--- src/rtl/vga_timing_recovery_if.sv ---
// Sync inputs and recovered timing outputs exchanged between a sync source
// (master) and the vga_timing_recovery block (slave).
interface vga_timing_recovery_if;
   logic        hsync;
   logic        vsync;
   logic [9:0]  x;
   logic [9:0]  y;
   logic        active;
   logic [10:0] hlen;
   logic [9:0]  vlen;
   logic        locked;
   logic        timing_err;

   modport master (
      output hsync,
      output vsync,
      input  x,
      input  y,
      input  active,
      input  hlen,
      input  vlen,
      input  locked,
      input  timing_err
   );

   modport slave (
      input  hsync,
      input  vsync,
      output x,
      output y,
      output active,
      output hlen,
      output vlen,
      output locked,
      output timing_err
   );
endinterface

--- src/rtl/vga_timing_recovery.sv ---
// Recovers pixel position and an active-video flag from active-low hsync/vsync,
// measures line/frame lengths, declares lock after consecutive clean frames and
// pulses timing_err on any inconsistency. Everything runs on vgaclk.
module vga_timing_recovery #(
   parameter int HACTIVE     = 640,
   parameter int HFP         = 16,
   parameter int HSYN        = 96,
   parameter int VACTIVE     = 480,
   parameter int VFP         = 11,
   parameter int LOCK_FRAMES = 2
) (
   input logic                  vgaclk,
   input logic                  reset,
   vga_timing_recovery_if.slave bus
);
   localparam logic [10:0] HMAX   = 11'h7FF;
   localparam logic [9:0]  XMAX   = 10'h3FF;
   localparam logic [9:0]  LMAX   = 10'h3FF;
   localparam logic [9:0]  XLOAD  = 10'(HACTIVE + HFP);
   localparam logic [9:0]  YLOAD  = 10'(VACTIVE + VFP);
   localparam logic [9:0]  XACT   = 10'(HACTIVE);
   localparam logic [9:0]  YACT   = 10'(VACTIVE);
   localparam logic [10:0] HSYN_W = 11'(HSYN);
   localparam int          GW     = $clog2(LOCK_FRAMES + 1);
   localparam logic [GW-1:0] GOOD_TARGET = GW'(LOCK_FRAMES);

   logic          hs_q;
   logic          vs_q;
   logic [10:0]   hcnt;
   logic          hseen;
   logic [10:0]   hlen_q;
   logic [10:0]   hlow;
   logic          lost;
   logic [9:0]    xpos;
   logic [9:0]    ypos;
   logic [9:0]    lcnt;
   logic          vseen;
   logic [9:0]    vlen_q;
   logic [GW-1:0] goodcnt;
   logic          dirty;
   logic          locked_q;
   logic          err_q;

   logic          hfall;
   logic          vfall;
   logic          hrise;
   logic          xwrap;
   logic [10:0]   hmeas;
   logic          hlen_err;
   logic          vlen_err;
   logic          lost_err;
   logic          width_err;
   logic          err_now;
   logic [GW-1:0] goodnext;

   // Edge detection, line-wrap decision and the error sources for this cycle.
   // A line whose counter saturated is unmeasurable, so it never updates hlen.
   always_comb begin
      hfall     = hs_q & ~bus.hsync;
      vfall     = vs_q & ~bus.vsync;
      hrise     = ~hs_q & bus.hsync;
      hmeas     = hcnt + 11'd1;
      xwrap     = ~hfall & ~lost & (hlen_q != 11'd0) & ({1'b0, xpos} == (hlen_q - 11'd1));
      hlen_err  = hfall & hseen & (hcnt != HMAX) & (hlen_q != 11'd0) & (hmeas != hlen_q);
      vlen_err  = vfall & vseen & (vlen_q != 10'd0) & (lcnt != vlen_q);
      lost_err  = (hcnt == HMAX) & ~lost;
      width_err = hrise & (hlow != HSYN_W);
      err_now   = hlen_err | vlen_err | lost_err | width_err;
      goodnext  = (goodcnt == GOOD_TARGET) ? goodcnt : goodcnt + GW'(1);
   end

   // All timing state. Once hsync is lost the measured line length is no longer
   // trusted: x free-runs to saturation and the next hfall restarts measurement.
   always_ff @(posedge vgaclk) begin
      if (reset) begin
         hs_q     <= 1'b1;
         vs_q     <= 1'b1;
         hcnt     <= '0;
         hseen    <= 1'b0;
         hlen_q   <= '0;
         hlow     <= '0;
         lost     <= 1'b0;
         xpos     <= '0;
         ypos     <= '0;
         lcnt     <= '0;
         vseen    <= 1'b0;
         vlen_q   <= '0;
         goodcnt  <= '0;
         dirty    <= 1'b0;
         locked_q <= 1'b0;
         err_q    <= 1'b0;
      end else begin
         hs_q  <= bus.hsync;
         vs_q  <= bus.vsync;
         err_q <= err_now;

         if (hfall) begin
            if (hseen && (hcnt != HMAX)) begin
               hlen_q <= hmeas;
            end
            hcnt  <= '0;
            hseen <= 1'b1;
            lost  <= 1'b0;
         end else begin
            if (hcnt != HMAX) begin
               hcnt <= hcnt + 11'd1;
            end
            if (lost_err) begin
               lost  <= 1'b1;
               hseen <= 1'b0;
            end
         end

         if (!bus.hsync) begin
            if (hlow != HMAX) begin
               hlow <= hlow + 11'd1;
            end
         end else begin
            hlow <= '0;
         end

         if (hfall) begin
            xpos <= XLOAD;
         end else if (xwrap) begin
            xpos <= '0;
         end else if (xpos != XMAX) begin
            xpos <= xpos + 10'd1;
         end

         if (vfall) begin
            if (vseen) begin
               vlen_q <= lcnt;
            end
            lcnt  <= '0;
            vseen <= 1'b1;
         end else if (hfall && (lcnt != LMAX)) begin
            lcnt <= lcnt + 10'd1;
         end

         if (vfall) begin
            ypos <= YLOAD;
         end else if (xwrap) begin
            if ((vlen_q != 10'd0) && (ypos == (vlen_q - 10'd1))) begin
               ypos <= '0;
            end else if (ypos != XMAX) begin
               ypos <= ypos + 10'd1;
            end
         end

         if (err_now) begin
            locked_q <= 1'b0;
            goodcnt  <= '0;
            dirty    <= ~vfall;
         end else if (vfall) begin
            dirty <= 1'b0;
            if (vseen && !dirty) begin
               goodcnt <= goodnext;
               if (goodnext == GOOD_TARGET) begin
                  locked_q <= 1'b1;
               end
            end
         end
      end
   end

   assign bus.x          = xpos;
   assign bus.y          = ypos;
   assign bus.hlen       = hlen_q;
   assign bus.vlen       = vlen_q;
   assign bus.locked     = locked_q;
   assign bus.timing_err = err_q;
   assign bus.active     = locked_q & (xpos < XACT) & (ypos < YACT);
endmodule

--- src/flat_wrapper.sv ---
// flat-port wrapper written by rule: the top's interface ports become plain ports
module vga_timing_recovery_flat 
#(
   parameter int HACTIVE     = 640,
   parameter int HFP         = 16,
   parameter int HSYN        = 96,
   parameter int VACTIVE     = 480,
   parameter int VFP         = 11,
   parameter int LOCK_FRAMES = 2
)
  (vgaclk, reset, bus_hsync, bus_vsync, bus_x, bus_y, bus_active, bus_hlen, bus_vlen, bus_locked, bus_timing_err);
  vga_timing_recovery_if bus_i ();
  input logic vgaclk;
  input logic reset;
  input wire logic [$bits(bus_i.hsync)-1:0] bus_hsync;
  input wire logic [$bits(bus_i.vsync)-1:0] bus_vsync;
  output wire logic [$bits(bus_i.x)-1:0] bus_x;
  output wire logic [$bits(bus_i.y)-1:0] bus_y;
  output wire logic [$bits(bus_i.active)-1:0] bus_active;
  output wire logic [$bits(bus_i.hlen)-1:0] bus_hlen;
  output wire logic [$bits(bus_i.vlen)-1:0] bus_vlen;
  output wire logic [$bits(bus_i.locked)-1:0] bus_locked;
  output wire logic [$bits(bus_i.timing_err)-1:0] bus_timing_err;
  assign bus_i.hsync = bus_hsync;
  assign bus_i.vsync = bus_vsync;
  assign bus_x = bus_i.x;
  assign bus_y = bus_i.y;
  assign bus_active = bus_i.active;
  assign bus_hlen = bus_i.hlen;
  assign bus_vlen = bus_i.vlen;
  assign bus_locked = bus_i.locked;
  assign bus_timing_err = bus_i.timing_err;
  vga_timing_recovery #(.HACTIVE(HACTIVE), .HFP(HFP), .HSYN(HSYN), .VACTIVE(VACTIVE), .VFP(VFP), .LOCK_FRAMES(LOCK_FRAMES)) u_core (.vgaclk(vgaclk), .reset(reset), .bus(bus_i));
endmodule
--- config.mk ---
export PLATFORM = sky130hd
export DESIGN_NAME = vga_timing_recovery_flat
export DESIGN_NICKNAME = d
export VERILOG_FILES = /design/src/rtl/vga_timing_recovery_if.sv /design/src/rtl/vga_timing_recovery.sv /design/src/flat_wrapper.sv
export SDC_FILE = /design/constraint.sdc
export NUM_CORES = 1
export LEC_CHECK = 0
export ABC_AREA = 1
export ABC_CLOCK_PERIOD_IN_PS = 3100
export CORE_ASPECT_RATIO = 1.2
export CORE_MARGIN = 1.5
export CORE_UTILIZATION = 62
export CTS_CLUSTER_SIZE = 28
export DETAILED_ROUTE_END_ITERATION = 8
export GPL_TIMING_DRIVEN = 1
export PLACE_DENSITY = 0.85
export SETUP_SLACK_MARGIN = 0.1
export SYNTH_ARGS = -nofsm -noshare
export SYNTH_HDL_FRONTEND = slang
export SYNTH_SLANG_ARGS = --single-unit
export TNS_END_PERCENT = 30
--- constraint.sdc ---
create_clock -name vgaclk -period 3.1 [get_ports vgaclk]
set_input_delay 0.93 -clock vgaclk [delete_from_list [all_inputs] [get_ports vgaclk]]
set_output_delay 0.93 -clock vgaclk [all_outputs]
set_load 0.005 [all_outputs]
Yosys cells after proc, flatten, opt, wreduce, memory -nomap -nowiden

Index checks and enable logic that the tools add are counted.

Flip-flop bits (word level): 83
Logic and storage cells: 103

Add/subtract/negate cells: 8
$lt $le $gt $ge: 2
Equality and inequality tests: 13
Multiplexer cells: 12
Bitwise logic cells: 26
Reductions and logical operators: 24

Operators with widths:

| cell                                                 | number |
|---|---|
| 2-to-1 mux 10 bit                                    | 5 |
| adder 10 x 1 -> 10 bit (second input constant)       | 3 |
| != test 10 bit (second input constant)               | 3 |
| adder 11 x 1 -> 11 bit (second input constant)       | 2 |
| != test 11 bit (second input constant)               | 2 |
| 2-to-1 mux 9 bit                                     | 2 |
| bitwise AND 1 bit                                    | 17 |
| == test 10 x 11 -> 1 bit                             | 1 |
| == test 11 bit (second input constant)               | 1 |
| != test 11 bit                                       | 1 |
| != test 11 x 7 -> 1 bit (second input constant)      | 1 |
| nonzero test 11 bit                                  | 1 |
| subtractor 11 x 1 -> 11 bit (second input constant)  | 1 |
| == test 10 bit                                       | 1 |
| < comparator 10 bit (second input constant)          | 1 |
| < comparator 10 x 9 -> 1 bit (second input constant) | 1 |
| != test 10 bit                                       | 1 |
| AND reduction 2 bit                                  | 5 |
| nonzero test 10 bit                                  | 1 |
| subtractor 10 x 1 -> 10 bit (second input constant)  | 1 |
| nonzero test 2 bit                                   | 4 |
| OR reduction 2 bit                                   | 4 |
| NOT 1 bit                                            | 6 |
| nonzero test 3 bit                                   | 2 |
| 9 further kinds                                      | 18 |

Logic depth before layout (Yosys ltp)

Depth after elaboration: 10
Depth in mapped cells: 16
Gate-level depth less buffers: 16

Worst setup path after synthesis

OpenSTA, ideal clock, no wires.

Path type: input-to-reg
Start point: input bus_hsync
End point: register u_core.lcnt[7]
Library setup time: 122 ps
Arrival: 2,046 ps
Required time: 2,978 ps
Slack: 933 ps
Stages on the path: 6
Buffers on the path: 0
Path through: nor2_2 > nand2_2 > nor4_1 > nand2_1 > o21ai_0 > a21oi_1

Longest elaborated chain between the ends: 3

RTL lines:

| what                 | RTL line                   | text |
|---|---|---|
| start, declared      | flat_wrapper.sv:15         | `input wire logic [$bits(bus_i.hsync)-1:0] bus_hsync;` |
| NOT 1 bit            | vga_timing_recovery.sv:59  | `hfall = hs_q & ~bus.hsync;` |
| bitwise AND 1 bit    | vga_timing_recovery.sv:59  |  |
| logical AND 1 bit    | vga_timing_recovery.sv:136 | `end else if (hfall && (lcnt != LMAX)) begin` |
| end signal, assigned | vga_timing_recovery.sv:137 | `lcnt <= lcnt + 10'd1;` |
| end, declared        | vga_timing_recovery.sv:36  | `logic [9:0] lcnt;` |

Every way passes these cells.
A chain may end at the register's enable or synchronous reset.

Worst setup path after layout

Start point: register u_core.ypos[6], in the netlist u_core.bus.y[6]
End point: output bus_active

Longest elaborated chain between the ends: 2

RTL lines:

| what                         | RTL line                   | text |
|---|---|---|
| start, declared              | vga_timing_recovery.sv:35  | `logic [9:0] ypos;` |
| start signal, assigned       | vga_timing_recovery.sv:146 | `ypos <= ypos + 10'd1;` |
| < comparator 10 x 9 -> 1 bit | vga_timing_recovery.sv:172 | `assign bus.active = locked_q & (xpos < XACT) & (ypos < YACT);` |
| bitwise AND 1 bit            | vga_timing_recovery.sv:172 |  |
| end, declared                | flat_wrapper.sv:19         | `output wire logic [$bits(bus_i.active)-1:0] bus_active;` |

Every way passes these cells.

==> flow_summary.ini <==
[grt]
antenna_found_initial = 0
grt_use_total_pct = 31.9
grt_pass1_vias = 4942
grt_max_degree = 31
grt_overflow = 0
grt_pass1_wl_mm = 22.1

[sta]
tightest_slew_ns = 0.507
slew-limit-headroom_pct = 65.9
tns_ns = 0
rsz0062_at_grt = no
fin_crit_ns = 2.91
max_freq_mhz = 344
min_period_over_period_pct = 93.7
hold_violations = 0
setup_viol = 0
drv_slew = 0
worst_slack_ns = 0.194
worst_clock_skew_ns = 0.0188

[synthesis]
yosysSeqAreaShare_pct = 32.9
ys_seq_elements = 83
avgSynthCellArea_um2 = 6.37
synth.net_count = 806
ys_warn_count = 0
synthDistinctLibCells = 35
netlist_instances = 793
synth_area_um2 = 5050

[power_and_ir_drop]
seqPwrFrac_pct = 47.5
leakage_nw = 2.60
p_sw_share_pct = 33.9
clkPwrFrac_pct = 31.7
combinationalPowerShare_pct = 20.8
powerDensity_nw_per_um2 = 417
p_int_mw = 1.62
p_sw_mw = 0.830
vdd_drop_max_uv = 346

[run_status]
violations = DRC
status = complete, but fails checks

[place]
dp_hpwl_mm = 10.4
port_buffers = 47
post-place-ws_ns = 0.322
dp_cells = 929
gp_congestion = 1.02

[cts]
cts_root_buf = clkbuf_8
holdBufCountCts = 0
clock_sinks = 83
cts_tree = built
htree_levels = 3
cts_buffers = 9
clock_latency_ns = 0.37
path_clk_slew_ns = 0.10
cts_buffer_depth = 2

[die]
rows = 35
die-width_um = 85.4
io_pins = 48
die_area_um2 = 8700
core-area_um2 = 7790
die_h_um = 102
start_util_pct = 64.8

[critical_path]
start_kind = flop
worstSetupPathType = reg2out
crit_family = buffers and inverters
worst_ep_required_time_ns = 2.17
critPathMaxFanout = 6
critPathLaunch = u_core.bus.y[6]$_SDFFE_PP0P_
r2r_slack_ns = 0.69
worstPathCellList = inv_1 > nor4_4 > a211oi_1 > clkdlybuf4s50_1
cpMaxStageDelayCell = clkdlybuf4s50_1
worst_setup_path_end_kind = output port
slowest_delay_ns = 0.58
path_buf_inv = 2
arrival_ns = 1.98
reg2reg_from = u_core.bus.vlen[0]$_SDFFE_PP0P_

[finish]
area_growth_pct = 16.1
n_fill_cell = 631
final_cells = 945
drive_above_1_share_pct = 6.10
fin_nets = 861
num_antenna_cells = 0

[routing]
ant_nets = 0
dr.pass1.iters = 7
route.vias.total = 5251
routed_wl_mm = 13.6
wire_per_inst_um = 14.4
drc = 6
avgViaCountPerCell = 5.56
drtIter0Drc = 354

[min_path]
hold_class = reg2reg
hp-start = u_core.vseen$_SDFFE_PP0P_

[run]
drv_cap = 0
[Yosys cell counts (all sizes together)]
master,n,area share [%]
dfxtp,83,33
nor2,123,10
nor3b,2,0.30
xnor3,1,0.45
clkinv,1,0.074
xor2,28,4.9
inv,120,8.9
a211oi,3,0.45
nor3,17,1.8
o21ai,52,5.2
or2,2,0.25
o21a,1,0.15
a21oi,61,6.0
ha,9,2.2
nand3,62,6.4
nand2,177,13
buf,5,0.62
clkbuf,8,0.59
a21boi,1,0.15
xnor2,10,1.7
nand4,13,1.6
nor4,7,0.87
a2111oi,1,0.17
nand3b,2,0.30
a31oi,4,0.50
[layer usage]
metal  vias to the layer above  track usage [%]  share of wire (%)
met5                         -                0                  0
li1                       2650                -                  -
met4                         0             19.0                4.5
met2                       177             59.0                 51
met1                      2378             34.5                 40
met3                        46             4.77                4.7
[sequential cells by signal (all words and copies together) (netlist names), 2 cells and up]
name / count
u_core.bus.hlen: 11
u_core.bus.vlen: 10
u_core.bus.x: 10
u_core.bus.y: 10
u_core.goodcnt: 2
u_core.hcnt: 11
u_core.hlow: 11
u_core.lcnt: 10
[worst min-delay path, cell delays in order, from the launching register on]
cell and delay, ns:
dfxtp_1 0.31, inv_1 0.06, a21oi_1 0.06
[final cells by class]
| type | count | area, um^2 | share of cell area [%] |
|---|---|---|---|
| inverters | 121 | 454 | 7.74 |
| flip-flops and latches | 83 | 1660 | 28.3 |
| well taps | 92 | 115 | 1.96 |
| multi-input cells | 576 | 2890 | 49.2 |
| clock buffers | 9 | 124 | 2.11 |
| repair buffers | 57 | 546 | 9.30 |
| clock inverters | 7 | 76.3 | 1.30 |
[final timing paths]
kind | to | depth (start not counted)
worst max-delay path | bus_active | 4
worst min register to register | u_core.vseen$_SDFFE_PP0P_ | 2
worst min-delay path | u_core.vseen$_SDFFE_PP0P_ | 2
worst max register to register | u_core.bus.y[6]$_SDFFE_PP0P_ | 12
[per-stage QoR]
| step | hold WS [ns] | utilization [%] | cell area, um^2 | power [mW] |
|---|---|---|---|---|
| finish | 0.477 | 75.2 | 5860 | 2.45 |
| global route | 0.502 | 75.2 | 5860 | 2.57 |
| CTS | 0.474 | 75.1 | 5860 | 2.44 |
| detailed placement | 0.459 | 72.5 | 5650 | 1.68 |
| global placement | 0.449 | 72.5 | 5650 | 1.67 |
| floorplan | 0.436 | - | 5050 | 1.52 |
[cells by family after synthesis]
kind of cell	count (synthesis)	share of synthesized area [%]
buf+inv	134	10.2
xor+xnor	39	7.04
simple gates	405	34.9
fa+ha+maj	9	2.23
flops	83	32.9
compound gates	123	12.7
[power by group through the flow]
stage / clock network (mW) / logic (mW) / registers [mW]
6_report: 0.776 / 0.510 / 1.16
5_1_grt: 0.833 / 0.572 / 1.17
4_1_cts: 0.777 / 0.503 / 1.16
3_5_place_dp: 0 / 0.495 / 1.19
3_3_place_gp: 0 / 0.483 / 1.18
2_1_floorplan: 0 / 0.346 / 1.17
[repair_timing]
action	CTS	global route
gates resized for setup	1	1
setup endpoints to repair	1	1
setup buffers	0	0
[layout by cell type (no fill, tap or decap), drive strengths merged, types with 3 or more instances in the layout]
cell             n
inv            121
nor3            17
xor2            28
nor4             7
a21oi           61
buf             10
o21ai           52
nand4           13
nor2           123
nand2          177
a211oi           3
a31oi            4
clkinv           5
nand3           62
clkbuf           9
xnor2           10
dfxtp           83
clkdlybuf4s50   47
ha               9
Note: power is estimated with default switching activity, not from simulation.
==> RTL edit: new RTL, same settings <==
Reset style: asynchronous (`reset`), changed in one clocked block.
--- a/src/rtl/vga_timing_recovery.sv
+++ b/src/rtl/vga_timing_recovery.sv
@@ -72,5 +72,5 @@
    // All timing state. Once hsync is lost the measured line length is no longer
    // trusted: x free-runs to saturation and the next hfall restarts measurement.
-   always_ff @(posedge vgaclk) begin
+   always_ff @(posedge vgaclk or posedge reset) begin
       if (reset) begin
          hs_q     <= 1'b1;
Function: differs if reset is asserted again (counterexample within 4 cycles, from zero or initial values and one cycle with reset high); with reset held inactive, the same outputs for 4 cycles.
==> RTL edit against the unedited design <==
- setup slack better by 0.20 ns
- sequential cell count stayed put
- final area is 9.6% higher
- routed wire length is 0.24% lower
- die area is 9.2% higher
- sequential share of layout area is 4.0 points higher
- area after synthesis is 9.5% higher
Power is not compared: it rests on default switching activity, and its combinational part moved more than twofold at a synthesized area within 25%.
==> RTL edit: results (changes against the unedited design) <==
[layout]
clkCellAreaFrac_pct=4.24  ; +0.83 points
layout.nonclk_buf_share_pct=8.45  ; -0.85 points
drive_gt1_share_pct=10.4  ; +4.3 points
fin_nets=852  ; -1.0%
nMultiInputCombCells=579  ; +0.52%

[route]
routed_via_density=5.46  ; -1.7%
first_iter_violations=336  ; -5.1%
vias=5246  ; -0.095%
wl_per_cell_um=14.1  ; -1.8%

[global_route]
grt_pass1_wl_um=22900  ; +3.4%
grt_pass1_vias=5188  ; +5.0%
grtUsageTotal_pct=30.8  ; -1.1 points

[critical_path]
cp.arrival_ns=1.78  ; -0.20 ns
slowest_delay_ns=0.50  ; -0.08 ns
reg2reg_from=u_core.bus.vlen[0]$_DFFE_PP0P_
r2r_slack_ns=0.82  ; +0.13 ns
critPathLaunch=u_core.bus.y[9]$_DFFE_PP0P_
ff2ff_path_depth=15  ; +3
reg2reg_to=u_core.bus.y[9]$_DFFE_PP0P_

[place]
placed_cells=944  ; +1.6%
dp_slack_ns=0.353  ; +0.0305 ns
gp_congestion=0.938  ; -8.4%
hpwl_um=10100  ; -3.0%

[die]
dieWidth_um=89.2  ; +4.5%

[logic_synthesis]
synth-async-reset-ratio_pct=100  ; +100 points
synth_nets=798  ; -0.99%
synth_fa_ha_area_share_pct=2.26  ; +0.033 points
synth_top_cells_by_count=nand2_1 (229), inv_1 (97), dfrtp_1 (81)
synth_cell_types=42  ; +20%
synth_xor_area_share_pct=5.36  ; -1.7 points

[timing]
worst_slew_pin_slew_ns=0.389  ; -0.118 ns

[run_status]
status=finished clean

[min_path]
min_to=u_core.vseen$_DFFE_PP0P_

-- RTL edit: cell count changes after synthesis, sizes merged, moves of 3 or more --
cell,change
a211oi,-3
a21oi,-38
clkbuf,-3
dfrtp,+81
dfxtp,-83
inv,-11
nand2,+68
nand3,+8
nor2,-27
nor4,-7
o21ai,+4
xor2,-7
-- RTL edit: layer usage --
layer | part of all wire (%) | track usage [%] | routed length, um | vias to the layer above
met5 | 0 | 0 | 0 | -
met4 | 2.9 | 14.6 | 397 | 0
met3 | 5.1 | 6.21 | 696 | 42
met2 | 51 | 53.0 | 6980 | 186
met1 | 41 | 36.0 | 5500 | 2435
li1 | - | - | - | 2583
-- RTL edit: report_power, final --
| group | internal (mW) | total [mW] | switching [mW] | leakage [nW] |
|---|---|---|---|---|
| Combinational | 0.459 | 1.11 | 0.651 | 1.88 |
| Clock | 0.625 | 1.05 | 0.427 | 0.136 |
| Sequential | 1.18 | 1.34 | 0.155 | 1.08 |
| Total | 2.27 | 3.50 | 1.23 | 3.09 |
